`src/rtl/hilo_muldiv_if.sv`:
```
// Issue/result bundle between the execute stage and the HI/LO multiply/divide unit.
// The master side issues operations; the slave side is the unit itself.
interface hilo_muldiv_if #(parameter int DATA_W = 32);
  logic              start_i;
  logic [1:0]        op_i;
  logic [DATA_W-1:0] opa_i;
  logic [DATA_W-1:0] opb_i;
  logic              cancel_i;
  logic              ready_o;
  logic              alloc_o;
  logic              wb_o;
  logic              hilo_we_o;
  logic [DATA_W-1:0] hi_o;
  logic [DATA_W-1:0] lo_o;

  modport master (
    output start_i, op_i, opa_i, opb_i, cancel_i,
    input  ready_o, alloc_o, wb_o, hilo_we_o, hi_o, lo_o
  );

  modport slave (
    input  start_i, op_i, opa_i, opb_i, cancel_i,
    output ready_o, alloc_o, wb_o, hilo_we_o, hi_o, lo_o
  );
endinterface

```
`src/rtl/hilo_muldiv.sv`:
```
// Iterative MULT/MULTU/DIV/DIVU unit producing HI/LO, one bit per cycle.
// Every accepted op retires with exactly one wb_o pulse, even when aborted.
module hilo_muldiv #(
  parameter int DATA_W = 32
) (
  input  logic           clk,
  input  logic           rst_n,
  hilo_muldiv_if.slave   bus
);
  localparam int CW = $clog2(DATA_W);
  localparam int AW = 2 * DATA_W;

  typedef enum logic [2:0] {S_IDLE, S_CALC, S_FIX, S_DONE, S_ABORT} state_t;
  state_t state, state_nxt;

  logic [CW-1:0]     cnt;
  logic              is_div;
  logic              neg_lo;   // product sign (mul) or quotient sign (div)
  logic              neg_hi;   // remainder sign (div only)
  logic [DATA_W-1:0] opb_q;
  logic [AW-1:0]     acc;
  logic [DATA_W-1:0] hi_q, lo_q;

  logic              signed_op;
  logic [DATA_W-1:0] a_mag, b_mag;
  logic [DATA_W:0]   mul_sum;
  logic [AW-1:0]     mul_step;
  logic [DATA_W:0]   trial;
  logic [DATA_W+1:0] diff;
  logic [AW-1:0]     div_step;
  logic [AW-1:0]     prod_fix;
  logic [DATA_W-1:0] rem_fix, quo_fix;

  assign bus.ready_o   = (state == S_IDLE);
  assign bus.alloc_o   = bus.start_i & bus.ready_o & ~bus.cancel_i;
  assign bus.wb_o      = (state == S_DONE) || (state == S_ABORT);
  assign bus.hilo_we_o = (state == S_DONE);
  assign bus.hi_o      = hi_q;
  assign bus.lo_o      = lo_q;

  // Operand magnitudes; the most negative value maps to itself as unsigned.
  assign signed_op = ~bus.op_i[0];
  assign a_mag = (signed_op && bus.opa_i[DATA_W-1]) ? -bus.opa_i : bus.opa_i;
  assign b_mag = (signed_op && bus.opb_i[DATA_W-1]) ? -bus.opb_i : bus.opb_i;

  // Shift-add: multiplier sits in acc low half and shifts out as the product shifts in.
  assign mul_sum  = {1'b0, acc[AW-1:DATA_W]} + (acc[0] ? {1'b0, opb_q} : {(DATA_W+1){1'b0}});
  assign mul_step = {mul_sum, acc[DATA_W-1:1]};

  // Restoring divide: acc = {remainder, dividend/quotient}; no borrow means quotient bit 1.
  assign trial    = acc[AW-1:DATA_W-1];
  assign diff     = {1'b0, trial} - {2'b00, opb_q};
  assign div_step = diff[DATA_W+1] ? {trial[DATA_W-1:0], acc[DATA_W-2:0], 1'b0}
                                   : {diff[DATA_W-1:0],  acc[DATA_W-2:0], 1'b1};

  assign prod_fix = neg_lo ? -acc : acc;
  assign rem_fix  = neg_hi ? -acc[AW-1:DATA_W]  : acc[AW-1:DATA_W];
  assign quo_fix  = neg_lo ? -acc[DATA_W-1:0]   : acc[DATA_W-1:0];

  always_ff @(posedge clk or negedge rst_n) begin
    if (!rst_n) state <= S_IDLE;
    else        state <= state_nxt;
  end

  always_comb begin
    state_nxt = state;
    case (state)
      S_IDLE:  if (bus.alloc_o) state_nxt = S_CALC;
      S_CALC:  if (bus.cancel_i)     state_nxt = S_ABORT;
               else if (cnt == '0)   state_nxt = S_FIX;
      S_FIX:   state_nxt = bus.cancel_i ? S_ABORT : S_DONE;
      S_DONE:  state_nxt = S_IDLE;
      S_ABORT: state_nxt = S_IDLE;
      default: state_nxt = S_IDLE;
    endcase
  end

  always_ff @(posedge clk or negedge rst_n) begin
    if (!rst_n) begin
      cnt    <= '0;
      is_div <= 1'b0;
      neg_lo <= 1'b0;
      neg_hi <= 1'b0;
      opb_q  <= '0;
      acc    <= '0;
      hi_q   <= '0;
      lo_q   <= '0;
    end else begin
      case (state)
        S_IDLE: if (bus.alloc_o) begin
          cnt    <= '1;
          is_div <= bus.op_i[1];
          neg_lo <= signed_op & (bus.opa_i[DATA_W-1] ^ bus.opb_i[DATA_W-1]);
          neg_hi <= signed_op & bus.opa_i[DATA_W-1];
          opb_q  <= b_mag;
          acc    <= {{DATA_W{1'b0}}, a_mag};
        end
        S_CALC: begin
          cnt <= cnt - 1'b1;
          acc <= is_div ? div_step : mul_step;
        end
        // A cancel during FIX must leave HI/LO untouched.
        S_FIX: if (!bus.cancel_i) begin
          if (is_div) begin
            hi_q <= rem_fix;
            lo_q <= quo_fix;
          end else begin
            hi_q <= prod_fix[AW-1:DATA_W];
            lo_q <= prod_fix[DATA_W-1:0];
          end
        end
        default: ;
      endcase
    end
  end
endmodule

```
`src/flat_wrapper.sv`:
```
// flat-port wrapper written by rule: the top's interface ports become plain ports
module hilo_muldiv_flat 
#(
  parameter int DATA_W = 32
)
  (clk, rst_n, bus_start_i, bus_op_i, bus_opa_i, bus_opb_i, bus_cancel_i, bus_ready_o, bus_alloc_o, bus_wb_o, bus_hilo_we_o, bus_hi_o, bus_lo_o);
  hilo_muldiv_if #(.DATA_W(DATA_W)) bus_i ();
  input  logic clk;
  input  logic rst_n;
  input wire logic [$bits(bus_i.start_i)-1:0] bus_start_i;
  input wire logic [$bits(bus_i.op_i)-1:0] bus_op_i;
  input wire logic [$bits(bus_i.opa_i)-1:0] bus_opa_i;
  input wire logic [$bits(bus_i.opb_i)-1:0] bus_opb_i;
  input wire logic [$bits(bus_i.cancel_i)-1:0] bus_cancel_i;
  output wire logic [$bits(bus_i.ready_o)-1:0] bus_ready_o;
  output wire logic [$bits(bus_i.alloc_o)-1:0] bus_alloc_o;
  output wire logic [$bits(bus_i.wb_o)-1:0] bus_wb_o;
  output wire logic [$bits(bus_i.hilo_we_o)-1:0] bus_hilo_we_o;
  output wire logic [$bits(bus_i.hi_o)-1:0] bus_hi_o;
  output wire logic [$bits(bus_i.lo_o)-1:0] bus_lo_o;
  assign bus_i.start_i = bus_start_i;
  assign bus_i.op_i = bus_op_i;
  assign bus_i.opa_i = bus_opa_i;
  assign bus_i.opb_i = bus_opb_i;
  assign bus_i.cancel_i = bus_cancel_i;
  assign bus_ready_o = bus_i.ready_o;
  assign bus_alloc_o = bus_i.alloc_o;
  assign bus_wb_o = bus_i.wb_o;
  assign bus_hilo_we_o = bus_i.hilo_we_o;
  assign bus_hi_o = bus_i.hi_o;
  assign bus_lo_o = bus_i.lo_o;
  hilo_muldiv #(.DATA_W(DATA_W)) u_core (.clk(clk), .rst_n(rst_n), .bus(bus_i));
endmodule
```
`config.mk`:
```
export PLATFORM = sky130hd
export DESIGN_NAME = hilo_muldiv_flat
export DESIGN_NICKNAME = d
export VERILOG_FILES = /design/src/rtl/hilo_muldiv_if.sv /design/src/rtl/hilo_muldiv.sv /design/src/flat_wrapper.sv
export SDC_FILE = /design/constraint.sdc
export NUM_CORES = 1
export LEC_CHECK = 0
export BUFFER_PORTS_ARGS = -buffer_cell sky130_fd_sc_hd__buf_2
export CORE_MARGIN = 4
export CORE_UTILIZATION = 55
export DETAILED_ROUTE_END_ITERATION = 16
export PLACE_DENSITY_LB_ADDON = 0.05
export SYNTH_ARGS = -nofsm -noshare
export SYNTH_HDL_FRONTEND = slang
export SYNTH_SLANG_ARGS = --single-unit
```
`constraint.sdc`:
```
create_clock -name clk -period 4.4 [get_ports clk]
set_input_delay 0.88 -clock clk [delete_from_list [all_inputs] [get_ports clk]]
set_output_delay 0.88 -clock clk [all_outputs]
set_load 0.05 [all_outputs]
```
---- After elaboration in Yosys (flattened, before gate mapping) ----
Index checks and enable logic that the tools add are counted.
cells by class
  add/subtract/negate cells ............... 8
  multiply operators ...................... 0
  divide/modulo/power cells ............... 0
  $lt $le $gt $ge ......................... 0
  equal/unequal tests ..................... 6
  shift operators ......................... 0
  muxes and demuxes ....................... 19
  bitwise logic cells ..................... 7
  reductions and logical operators ........ 10
operator list
  kind                 number
  $mux 64              4
  $mux 32              7
  $neg 32->32          4
  $pmux 64 s2          1
  $neg 64->64          1
  $sub 33x32->34       1
  $add 32x33->33       1
  $mux 3               4
  $pmux 5 s2           1
  $pmux 3 s3           1
  $reduce_and 2->1     4
  $eq 3x2->1 const B   2
  $logic_not 5->1      1
  $mux 5               1
  $sub 5x1->5 const B  1
  $and 1x1->1          4
  $eq 3x1->1 const B   1
  $eq 3x3->1 const B   1
  $logic_not 3->1      1
  $ne 3x2->1 const B   1
  $logic_and 1x1->1    2
  $ne 2x2->1 const B   1
  $not 1->1            2
  $reduce_bool 2->1    1
  other kinds (2)      2
storage, ports and cells
  register bits ........................... 171
  bits in latches ......................... 0
  RAM bits ................................ 0
  bits in read-only memories .............. 0
  bits of input ports ..................... 70
  output and inout port bits .............. 68
  memories ................................ 0

---- Logic depth before layout (Yosys ltp) ----
Gate-level depths: netlist of the first run.
  depth after elaboration ................. 5
  depth in mapped cells ................... 14
  mapped depth without buffers ............ 13

---- Worst setup path after synthesis of the first run ----
Ideal clock, no wire load.
  path type ............................... reg2reg
  from .................................... register u_core.acc[31]
  to ...................................... register u_core.acc[62]
  library setup time ...................... 0.122 ns
  data arrival time ....................... 3.151 ns
  setup slack ............................. 1.127 ns
  stages on the path, launching flop included .. 15
  buffers on the path ..................... 1
  cell sequence ........................... dfrtp_1 clkbuf_1 inv_1 ha_1 inv_1 fa_1 a211oi_1 o21ai_0 a211oi_1 a21oi_1 a2111oi_0 o31ai_1 xnor2_1 nand3_1 a32o_1
between the ends
  word-level cells in the longest chain between the ends .. 4
RTL lines
  what                      line                source
  start: declaration        hilo_muldiv.sv:21   logic [AW-1:0] acc;
  start signal: assignment  hilo_muldiv.sv:96   acc <= {{DATA_W{1'b0}}, a_mag};
  start signal: assignment  hilo_muldiv.sv:100  acc <= is_div ? div_step : mul_step;
  $sub 33x32->34            hilo_muldiv.sv:52   assign diff = {1'b0, trial} - {2'b00, opb_q};
  $mux 64                   hilo_muldiv.sv:53   assign div_step = diff[DATA_W+1] ? {trial[DATA_W-1:0], acc[DATA_W-2:0], 1'b0}
  $mux 64                   hilo_muldiv.sv:100
  $pmux 64 s2               hilo_muldiv.sv:89   case (state)
Every way passes these cells.
A chain may end at the register's enable or synchronous reset.

---- Final worst setup path of the first run ----
Same ends and word-level chain as after synthesis.

==> run summary, run 1 <==
Yosys reg bits: 171
Worst Skew: 0.0173 ns
type of the worst setup path: reg -> reg
via count: 13400
Synth Area per Inst: 7.94 um^2
Max Slew Vio Count: 0
# DRC: 0
Reg clk slew, reported paths: 0.09 ns
CTS sink count: 171
Fmax: 244 MHz
CP top delay family: compound AO/OA/AOI/OAI gates
Slew HR: 0.378
nets: 1973
H-tree levels: 4
Core ar.: 0.0245 mm^2
Row Count: 57
CP Launch Type: register
Psw: 7610 uW
fin crit period: 4.09 ns
Tcrit/Tclk final: 0.930
outcome: finished, final reports clean
mapped cell area: 0.0138 mm^2
Most used DFF post-synth: dfrtp_1
crit path buf inv count: 2
final cell utilization of the core: 0.631
CP Capture Type: register
# Max-Cap Violations: 0
GR Layer Usage met2: 0.438
Hold/Removal Path Class: reg -> reg
TritonCTS clock tree: done
DP Area: 0.0148 mm^2
slowest stage delay, CP: 0.60 ns
Fin Setup TNS: 0 ns
EDFF count, synth: 0
syn_nets: 1886
Peak VDD IR: 454 uV
# IOs: 138
RD Place Congestion: 0.962
RSZ-0062 raised after global routing: no
grt met1 use: 0.477
first-pass GRT wire length: 68800 um
Total GRT Usage: 0.305
arrival time worst endpoint: 4.41 ns
Yosys cell types: 72
final setup fails: 0
grt met3 use: 0.0630
clk root buf: clkbuf_16
total power: 14000 uW
vias per inst: 6.18
die width: 167 um
n_diodes: 0
# hold bufs at CTS: 0
Resized cells post-CTS: 0
post-detail-place hpwl: 33000 um
post-route ant nets: 0
share of post-route cells with drive strength above 1: 0.123
initial antenna violation count: 0
Worst EP required: 4.72 ns
Critical Path Slowest Stage Cell: a211oi_1
Clock Power Share: 0.117
Post-synth ARST share: 1.00
largest net degree at the start of global routing: 136
slew of the pin with the lowest slew margin: 0.933 ns
Internal Power: 6340 uW
most used routing layer: met1
Wirelength per Cell: 20.0 um
CP Cell Sequence: inv_1 -> ha_1 -> inv_1 -> fa_1 -> a211oi_1 -> o21ai_0 -> a211oi_1 -> a21oi_1 -> a2111oi_0 -> o31ai_1 -> xnor2_1 -> nand3_1 -> a32o_1
Num CTS Buffers: 17
die footprint: 0.0278 mm^2
Crit Path Max Fanout: 8
CTS Buffer Depth: 2
Net Sw Frac: 0.546
# Post-CTS Setup Buffers: 0
wirelength, routed: 43400 um
Synth Warn #: 0
Die H: 167 um
final hold vios: 0
Initial Util: 0.564
synth-to-layout area growth: 11.8%
LEAKAGE: 0.00685 uW
Comb pwr share: 0.649
DRT iter0 DRCs: 1414
sequential area share after synthesis: 0.309
GRT overflow: 0
Worst-Skew Late Latency: 0.44 ns
Synth Instances: 1744
Sequential Power Share: 0.234
number of global-route vias before repair: 12300
router iterations before antenna repair: 7
PwrDens: 902 mW/mm^2
Post-Layout Inst Area: 0.0155 mm^2
input/output buffers: 137
## Yosys cell counts, types with 4 or more instances
cell type / instances / area (um^2)
a211oi_1: 24 / 180
a21o_1: 20 / 150
a21oi_1: 121 / 606
a22oi_1: 9 / 67.6
a31oi_1: 19 / 119
a41oi_1: 5 / 43.8
and2_1: 6 / 37.5
and3_1: 7 / 43.8
buf_1: 6 / 22.5
clkbuf_1: 91 / 342
dfrtp_1: 171 / 4280
ha_1: 70 / 876
inv_1: 70 / 263
mux2_2: 4 / 45.0
mux2i_1: 41 / 410
nand2_1: 230 / 863
nand2b_1: 16 / 100
nand3_1: 24 / 120
nand3b_1: 6 / 45.0
nand4_1: 14 / 87.6
nor2_1: 136 / 510
nor2b_1: 12 / 75.1
nor3_1: 37 / 185
nor3b_1: 4 / 30.0
nor4_1: 16 / 100
nor4b_1: 4 / 35.0
o211ai_1: 37 / 278
o21a_1: 8 / 60.1
o21ai_0: 203 / 1020
o21ai_1: 12 / 60.1
o21bai_1: 9 / 67.6
o221ai_1: 4 / 35.0
o22ai_1: 8 / 50.1
o31a_1: 4 / 35.0
o31ai_1: 25 / 188
o41ai_1: 13 / 114
or2_2: 4 / 25.0
or3_1: 15 / 93.8
or4_1: 11 / 82.6
xnor2_1: 97 / 850
xor2_1: 82 / 718
## worst reg2reg max path: stages (launching register included)
cell	delay, ns
dfrtp_1	0.51
inv_1	0.16
ha_1	0.19
inv_1	0.06
fa_1	0.41
a211oi_1	0.33
o21ai_0	0.16
a211oi_1	0.60
a21oi_1	0.24
a2111oi_0	0.56
o31ai_1	0.21
xnor2_1	0.18
nand3_1	0.09
a32o_1	0.29
## placed cells by master, fill, tap and decap left out, drive strengths merged, types with 5 or more instances in the layout
cell    synthesis  final
o21ai         215    215
dfrtp         171    171
a21oi         121    121
nor3           37     37
xor2           82     82
nor2          136    136
o21a            8      8
ha             70     70
a211oi         24     24
a22oi           9      9
nand4          15     15
nor4b           5      5
nand3          24     24
mux2i          41     41
o211ai         37     37
xnor2          97     97
or4            13     13
o41ai          15     15
o22ai           8      8
a41oi           5      5
a21o           20     20
nand2b         16     16
o31ai          26     26
inv            70     79
buf            10    169
nor4           17     17
nand3b          6      6
clkbuf         91     17
or3            15     15
nand2         230    230
and2            6      6
clkinv          0      5
a31oi          19     19
o21bai          9      9
and3            7      7
nor2b          12     12
## final timing paths
check / cells past startpoint / slack [ns] / startpoint / to
min in group asynchronous: 1 / 0.55 / rst_n / u_core.bus.lo_o[8]
max reg2reg: 13 / 0.31 / u_core.acc[31] / u_core.acc[62]
max in group asynchronous: 2 / 2.95 / rst_n / u_core.acc[36]
max: 13 / 0.31 / u_core.acc[31] / u_core.acc[62]
min reg2reg: 2 / 0.47 / u_core.bus.lo_o[5] / u_core.bus.lo_o[5]
min: 2 / 0.47 / u_core.bus.lo_o[5] / u_core.bus.lo_o[5]
## registers in the layout, summed over array words and instances, names as in the netlist
name	flops
u_core.acc	64
u_core.bus.hi_o	32
u_core.bus.lo_o	32
u_core.cnt	5
u_core.is_div	1
u_core.neg_hi	1
u_core.neg_lo	1
u_core.opb_q	32
u_core.state	3
## cell type report
type | count | area, um^2
Multi-Input combinational cell | 1402 | 8920
Timing Repair Buffer | 169 | 970
Tap cell | 324 | 405
Sequential cell | 171 | 4280
Fill cell | 2216 | 9060
Clock buffer | 17 | 425
Clock inverter | 15 | 210
Inverter | 70 | 263
## through the flow
stage	std cells	hold slack, ns	setup WS [ns]
after detailed placement	2136	0.465	0.426
after floorplan	1744	0.450	1.13
final	2168	0.475	0.309
after global routing	2168	0.496	0.152
after CTS	2168	0.482	0.397
after global placement	2136	0.457	0.618
## logic make-up (layout without fill, tap and decap cells)
family,after synthesis,in the layout,share of synthesized area
simple gates,554,554,0.186
buf+inv,171,271,0.0476
xor+xnor,179,179,0.113
flops,171,171,0.309
fa+ha+maj,72,72,0.0662
mux,45,45,0.0329
compound gates,552,552,0.245
## metal layers
metal / vias to the layer above / wire length [um]
met2: 619 / 18100
li1: 6415 / -
met1: 6316 / 20700
met4: 0 / 521
met3: 38 / 4080
met5: - / 0
## power by group through the flow
stage / sequential, uW / combinational, uW / clock [uW]
final: 3270 / 9050 / 1630
after global routing: 3360 / 9860 / 1720
after CTS: 3240 / 8920 / 1660
after detailed placement: 3260 / 8870 / 0
after global placement: 3240 / 8800 / 0
after floorplan: 3710 / 5890 / 0
(Power assumes the default switching activity.)
==> inputs of run 2 (changes only) <==
--- a/config.mk
+++ b/config.mk
@@ -6,8 +6,10 @@
 export NUM_CORES = 1
 export LEC_CHECK = 0
 export BUFFER_PORTS_ARGS = -buffer_cell sky130_fd_sc_hd__buf_2
+export CELL_PAD_IN_SITES_DETAIL_PLACEMENT = 1
+export CELL_PAD_IN_SITES_GLOBAL_PLACEMENT = 1
 export CORE_MARGIN = 4
-export CORE_UTILIZATION = 55
+export CORE_UTILIZATION = 45
 export DETAILED_ROUTE_END_ITERATION = 16
 export PLACE_DENSITY_LB_ADDON = 0.05
 export SYNTH_ARGS = -nofsm -noshare
==> run 2 against run 1 <==
Compared with the run above:
- routed wire length increased by 14%
- via count up 1.5%
- clock power down 6%
- setup slack worse by 0.033 ns
==> run summary, run 2 (synthesis results as in run 1) <==
outcome: finished, final reports clean (unchanged)
RD Place Congestion: 0.916 (was 0.962)
LEAKAGE: 0.00682 uW (was 0.00685 uW)
H-tree levels: 4 (unchanged)
largest net degree at the start of global routing: 136 (unchanged)
Worst EP required: 4.73 ns (was 4.72 ns)
Resized cells post-CTS: 0 (unchanged)
Die H: 183 um (was 167 um)
input/output buffers: 137 (unchanged)
max FFs per register: 64 (unchanged)
non-filler instance count after layout: 2235 (was 2168)
Biggest register: u_core.acc (unchanged)
post-route ant nets: 0 (unchanged)
commonest non-fill, non-tap cell in the layout: nand2_1 (unchanged)
wirelength, routed: 49500 um (was 43400 um)
CP Capture Type: register (unchanged)
first-pass GRT wire length: 78700 um (was 68800 um)
TritonCTS clock tree: done (unchanged)
number of global-route vias before repair: 13800 (was 12300)
worst reg2reg setup slack: 0.28 ns (was 0.31 ns)
CP Launch Type: register (unchanged)
clk root buf: clkbuf_16 (unchanged)
# Max-Cap Violations: 0 (unchanged)
fin crit period: 4.12 ns (was 4.09 ns)
most frequent cells in the layout: nand2_1, o21ai_0, dfrtp_1 (unchanged)
Fin Setup TNS: 0 ns (unchanged)
synth-to-layout area growth: 12.1% (was 11.8%)
PwrDens: 915 mW/mm^2 (was 902 mW/mm^2)
final setup fails: 0 (unchanged)
# DRC: 0 (unchanged)
nets: 1974 (was 1973)
n_diodes: 0 (unchanged)
Reg clk slew, reported paths: 0.07 ns (was 0.09 ns)
GRT overflow: 0 (unchanged)
CTS sink count: 171 (unchanged)
Hold/Removal Path Class: reg -> reg (unchanged)
# hold bufs at CTS: 0 (unchanged)
area occupied by multi-input gates: 0.00892 mm^2 (unchanged)
dpl cells: 2203 (was 2136)
# Post-CTS Setup Buffers: 0 (unchanged)
Worst Skew: 0.0168 ns (was 0.0173 ns)
total power: 14200 uW (was 14000 uW)
via count: 13600 (was 13400)
type of the worst setup path: reg -> reg (unchanged)
DRT iter0 DRCs: 1105 (was 1414)
RSZ-0062 raised after global routing: no (unchanged)
die footprint: 0.0336 mm^2 (was 0.0278 mm^2)
Num CTS Buffers: 17 (unchanged)
Row Count: 63 (was 57)
slew of the pin with the lowest slew margin: 1.03 ns (was 0.933 ns)
Initial Util: 0.462 (was 0.564)
Fmax: 242 MHz (was 244 MHz)
vias per inst: 6.08 (was 6.18)
Peak VDD IR: 327 uV (was 454 uV)
die width: 183 um (was 167 um)
share of post-route cells with drive strength above 1: 0.122 (was 0.123)
Crit Path Max Fanout: 8 (unchanged)
Core ar.: 0.0300 mm^2 (was 0.0245 mm^2)
Reg area: 0.00428 mm^2 (unchanged)
Worst-Skew Late Latency: 0.45 ns (was 0.44 ns)
Wirelength per Cell: 22.2 um (was 20.0 um)
post-detail-place hpwl: 37600 um (was 33000 um)
Total GRT Usage: 0.294 (was 0.305)
Tcrit/Tclk final: 0.937 (was 0.930)
worst hold path depth: 2 (unchanged)
router iterations before antenna repair: 7 (unchanged)
Slew HR: 0.310 (was 0.378)
Max Slew Vio Count: 0 (unchanged)
final hold vios: 0 (unchanged)
initial antenna violation count: 0 (unchanged)
final cell utilization of the core: 0.518 (was 0.631)
CTS Buffer Depth: 2 (unchanged)
arrival time worst endpoint: 4.46 ns (was 4.41 ns)
# IOs: 138 (unchanged)
Fill cells: 3745 (was 2216)
Reg2Reg Depth: 13 (unchanged)
==> run 2: changes by cell type in the layout (fill, tap and decap cells not counted) <==
cell	previous run	this run
clkbuf_1	0	1
buf_12	3	4
clkinvlp_4	0	4
bufinv_16	1	0
clkbuf_8	0	1
clkinv_4	0	2
inv_12	1	0
inv_6	3	1
clkinv_8	5	1
==> run 2: layout make-up <==
class	instances	area share
clock buffer	19	0.0286
clock inverter	13	0.00831
inverter	70	0.0169
multi-input combinational	1402	0.575
sequential	171	0.276
tap	390	0.0315
timing repair buffer	170	0.0638
==> run 2: metal layers <==
metal	up-vias	track usage	wire length [um]
li1	6396	-	-
met1	6730	0.452	24300
met5	-	0	0
met2	415	0.436	21100
met4	0	0.0635	699
met3	45	0.0438	3390
==> run 2: where the power goes <==
| group | switching [uW] | internal, uW |
|---|---|---|
| sequential | 1090 | 2280 |
| combinational | 6040 | 3250 |
| clock | 766 | 766 |
| total | 7900 | 6300 |
==> run 2: worst max-delay path, cell delays in order, from the launching register on <==
cell	delay [ns]
dfrtp_1	0.51
inv_1	0.15
ha_1	0.21
inv_1	0.07
fa_1	0.43
a211oi_1	0.32
o21ai_0	0.16
a211oi_1	0.56
a21oi_1	0.25
a2111oi_0	0.55
o31ai_1	0.16
xnor2_1	0.16
nand3_1	0.15
a32o_1	0.32
==> run 2: path summary, 6_finish.rpt <==
check	from	end
max reg2reg	u_core.acc[31]	u_core.acc[62]
min reg2reg	u_core.bus.hi_o[19]	u_core.bus.hi_o[19]
max in group asynchronous	rst_n	u_core.opb_q[25]
max	u_core.acc[31]	u_core.acc[62]
min	u_core.bus.hi_o[19]	u_core.bus.hi_o[19]
min in group asynchronous	rst_n	u_core.bus.lo_o[8]
==> run 2: metrics by stage <==
stage / area [um^2] / setup WS, ns / hold slack, ns
2_1_floorplan: 13800 / 1.13 / 0.450
3_3_place_gp: 14900 / 0.506 / 0.457
4_1_cts: 15500 / 0.378 / 0.482
6_report: 15500 / 0.276 / 0.475
5_1_grt: 15500 / 0.0359 / 0.506
3_5_place_dp: 14900 / 0.416 / 0.466
==> inputs of run 3 (changes only) <==
--- a/config.mk
+++ b/config.mk
@@ -9,7 +9,7 @@
 export CELL_PAD_IN_SITES_DETAIL_PLACEMENT = 1
 export CELL_PAD_IN_SITES_GLOBAL_PLACEMENT = 1
 export CORE_MARGIN = 4
-export CORE_UTILIZATION = 45
+export CORE_UTILIZATION = 49
 export DETAILED_ROUTE_END_ITERATION = 16
 export PLACE_DENSITY_LB_ADDON = 0.05
 export SYNTH_ARGS = -nofsm -noshare
==> constraint.sdc (replaced) <==
create_clock -name clk -period 4.85 [get_ports clk]
set_input_delay 0.97 -clock clk [delete_from_list [all_inputs] [get_ports clk]]
set_output_delay 0.97 -clock clk [all_outputs]
set_load 0.05 [all_outputs]
==> run 3 against run 2 <==
Compared with the run above:
- critical path depth shrank 1
- register-to-register slack better by 0.32 ns
- core utilization is 3.6 points higher
- cell count fell by 1.2%
- global-route usage rose by 0.78 points
- clock skew decreased by 0.0019 ns
- clock power hardly changed
- sequential share of layout area is 0.17 points higher
- critical endpoint unchanged
- highest routed layer unchanged
==> run summary, run 3 (synthesis results as in run 1) <==
commonest non-fill, non-tap cell in the layout: nand2_1 (unchanged)
clk root buf: clkbuf_16 (unchanged)
Tcrit/Tclk final: 0.877 (was 0.937)
nets: 1960 (was 1974)
via count: 13500 (was 13600)
wirelength, routed: 46900 um (was 49500 um)
LEAKAGE: 0.00677 uW (was 0.00682 uW)
WL met1: 22700 um (was 24300 um)
max FFs per register: 64 (unchanged)
n_diodes: 0 (unchanged)
Peak VDD IR: 295 uV (was 327 uV)
Worst Skew: 0.0150 ns (was 0.0168 ns)
GRT overflow: 0 (unchanged)
outcome: finished, final reports clean (unchanged)
Fill cells: 3511 (was 3745)
Wirelength per Cell: 21.2 um (was 22.2 um)
Post-Layout Inst Area: 0.0154 mm^2 (was 0.0155 mm^2)
non-filler instance count after layout: 2209 (was 2235)
# Max-Cap Violations: 0 (unchanged)
Hold/Removal Path Class: reg -> reg (unchanged)
dpl cells: 2177 (was 2203)
DRT iter0 DRCs: 1018 (was 1105)
arrival time worst endpoint: 4.59 ns (was 4.46 ns)
CTS sink count: 171 (unchanged)
# DRC: 0 (unchanged)
PwrDens: 835 mW/mm^2 (was 915 mW/mm^2)
Num CTS Buffers: 17 (unchanged)
Total GRT Usage: 0.301 (was 0.294)
post-route ant nets: 0 (unchanged)
post-detail-place hpwl: 35600 um (was 37600 um)
number of global-route vias before repair: 13600 (was 13800)
router iterations before antenna repair: 5 (was 7)
CP Capture Type: register (unchanged)
synth-to-layout area growth: 11.4% (was 12.1%)
DP Area: 0.0148 mm^2 (was 0.0149 mm^2)
Die H: 176 um (was 183 um)
fin crit period: 4.25 ns (was 4.12 ns)
met3 wire len: 3180 um (was 3390 um)
Slew HR: 0.0892 (was 0.310)
input/output buffers: 137 (unchanged)
die footprint: 0.0310 mm^2 (was 0.0336 mm^2)
RD Place Congestion: 0.947 (was 0.916)
worst hold slack: 0.476 ns (was 0.475 ns)
Resized cells post-CTS: 0 (unchanged)
Row Count: 61 (was 63)
Fin Setup TNS: 0 ns (unchanged)
# Post-CTS Setup Buffers: 0 (unchanged)
routed wl met2: 20300 um (was 21100 um)
initial antenna violation count: 0 (unchanged)
slew of the pin with the lowest slew margin: 1.36 ns (was 1.03 ns)
CP Cell Sequence: inv_1 -> nor2_1 -> ha_1 -> a21oi_1 -> o211ai_1 -> a311oi_1 -> o21ai_0 -> a41oi_1 -> o2111ai_1 -> xnor2_1 -> nand2_1 -> a32o_1 (was inv_1 -> ha_1 -> inv_1 -> fa_1 -> a211oi_1 -> o21ai_0 -> a211oi_1 -> a21oi_1 -> a2111oi_0 -> o31ai_1 -> xnor2_1 -> nand3_1 -> a32o_1)
die width: 176 um (was 183 um)
most frequent cells in the layout: nand2_1, o21ai_0, dfrtp_1 (unchanged)
# hold bufs at CTS: 0 (unchanged)
# IOs: 138 (unchanged)
vias per inst: 6.10 (was 6.08)
Reg clk slew, reported paths: 0.08 ns (was 0.07 ns)
Max Slew Vio Count: 0 (unchanged)
largest net degree at the start of global routing: 136 (unchanged)
Worst EP required: 5.19 ns (was 4.73 ns)
Max Used Layer: met4 (unchanged)
Crit Path Max Fanout: 19 (was 8)
Critical Path Slowest Stage Cell: a41oi_1 (was a211oi_1)
CTS Buffer Depth: 2 (unchanged)
type of the worst setup path: reg -> reg (unchanged)
H-tree levels: 4 (unchanged)
Core ar.: 0.0279 mm^2 (was 0.0300 mm^2)
RSZ-0062 raised after global routing: no (unchanged)
final hold vios: 0 (unchanged)
Initial Util: 0.497 (was 0.462)
Worst-Skew Late Latency: 0.45 ns (about the same)
TritonCTS clock tree: done (unchanged)
final setup fails: 0 (unchanged)
first-pass GRT wire length: 75100 um (was 78700 um)
slowest stage delay, CP: 0.70 ns (was 0.56 ns)
share of post-route cells with drive strength above 1: 0.116 (was 0.122)
Fmax: 235 MHz (was 242 MHz)
CP Launch Type: register (unchanged)
Biggest register: u_core.acc (unchanged)
-- run 3: cell types whose count changed in the layout (fill, tap and decap cells not counted), sizes merged --
cell      before  now
buf          170  156
bufinv         0    1
clkbuf        19   17
clkinv         3    6
clkinvlp       4    0
inv           76   78
-- run 3: per-stage QoR --
step                      setup slack (ns)  total power, uW  utilization
final                                0.598            12900        0.553
after global routing                 0.370            13800        0.553
after CTS                            0.661            12700        0.553
after detailed placement             0.715            11100        0.531
after global placement               0.945            10900        0.531
after floorplan                       1.58             8710            -
-- run 3: per-layer routing --
layer / vias up / GRT usage
li1: 6380 / -
met4: 0 / 0.0640
met1: 6610 / 0.458
met3: 37 / 0.0456
met5: - / 0
met2: 453 / 0.456
-- run 3: worst paths after layout --
kind	from	endpoint	slack, ns	cells past startpoint
worst max-delay path	u_core.acc[0]	u_core.acc[62]	0.60	12
worst min-delay path	u_core.bus.hi_o[30]	u_core.bus.hi_o[30]	0.48	2
worst max register to register	u_core.acc[0]	u_core.acc[62]	0.60	12
worst min register to register	u_core.bus.hi_o[30]	u_core.bus.hi_o[30]	0.48	2
max in group asynchronous	rst_n	u_core.is_div	3.38	2
min in group asynchronous	rst_n	u_core.bus.lo_o[15]	0.49	1
-- run 3: power by group --
group	leakage, uW	internal [uW]	switching, uW
Sequential	0.00213	2070	1030
Clock	0.000307	757	746
Combinational	0.00434	2880	5390
-- run 3: layout make-up --
type / instances / area [um^2] / share of cell area
clock inverter: 15 / 208 / 0.0135
clock buffer: 17 / 425 / 0.0276
inverter: 70 / 263 / 0.0170
tap: 378 / 473 / 0.0307
timing repair buffer: 156 / 847 / 0.0549
sequential: 171 / 4280 / 0.278
multi-input combinational: 1402 / 8920 / 0.579
-- run 3: worst max-delay path, delay by kind of cell, from the launching register on --
kind | cells | cell delay [ns]
AOI/OAI and AO/OA | 7 | 2.37
xor gates and xnor gates | 1 | 0.19
adders and majority gates | 1 | 0.39
buffers and inverters | 1 | 0.53
DFF | 1 | 0.44
and+or+nand+nor | 2 | 0.22
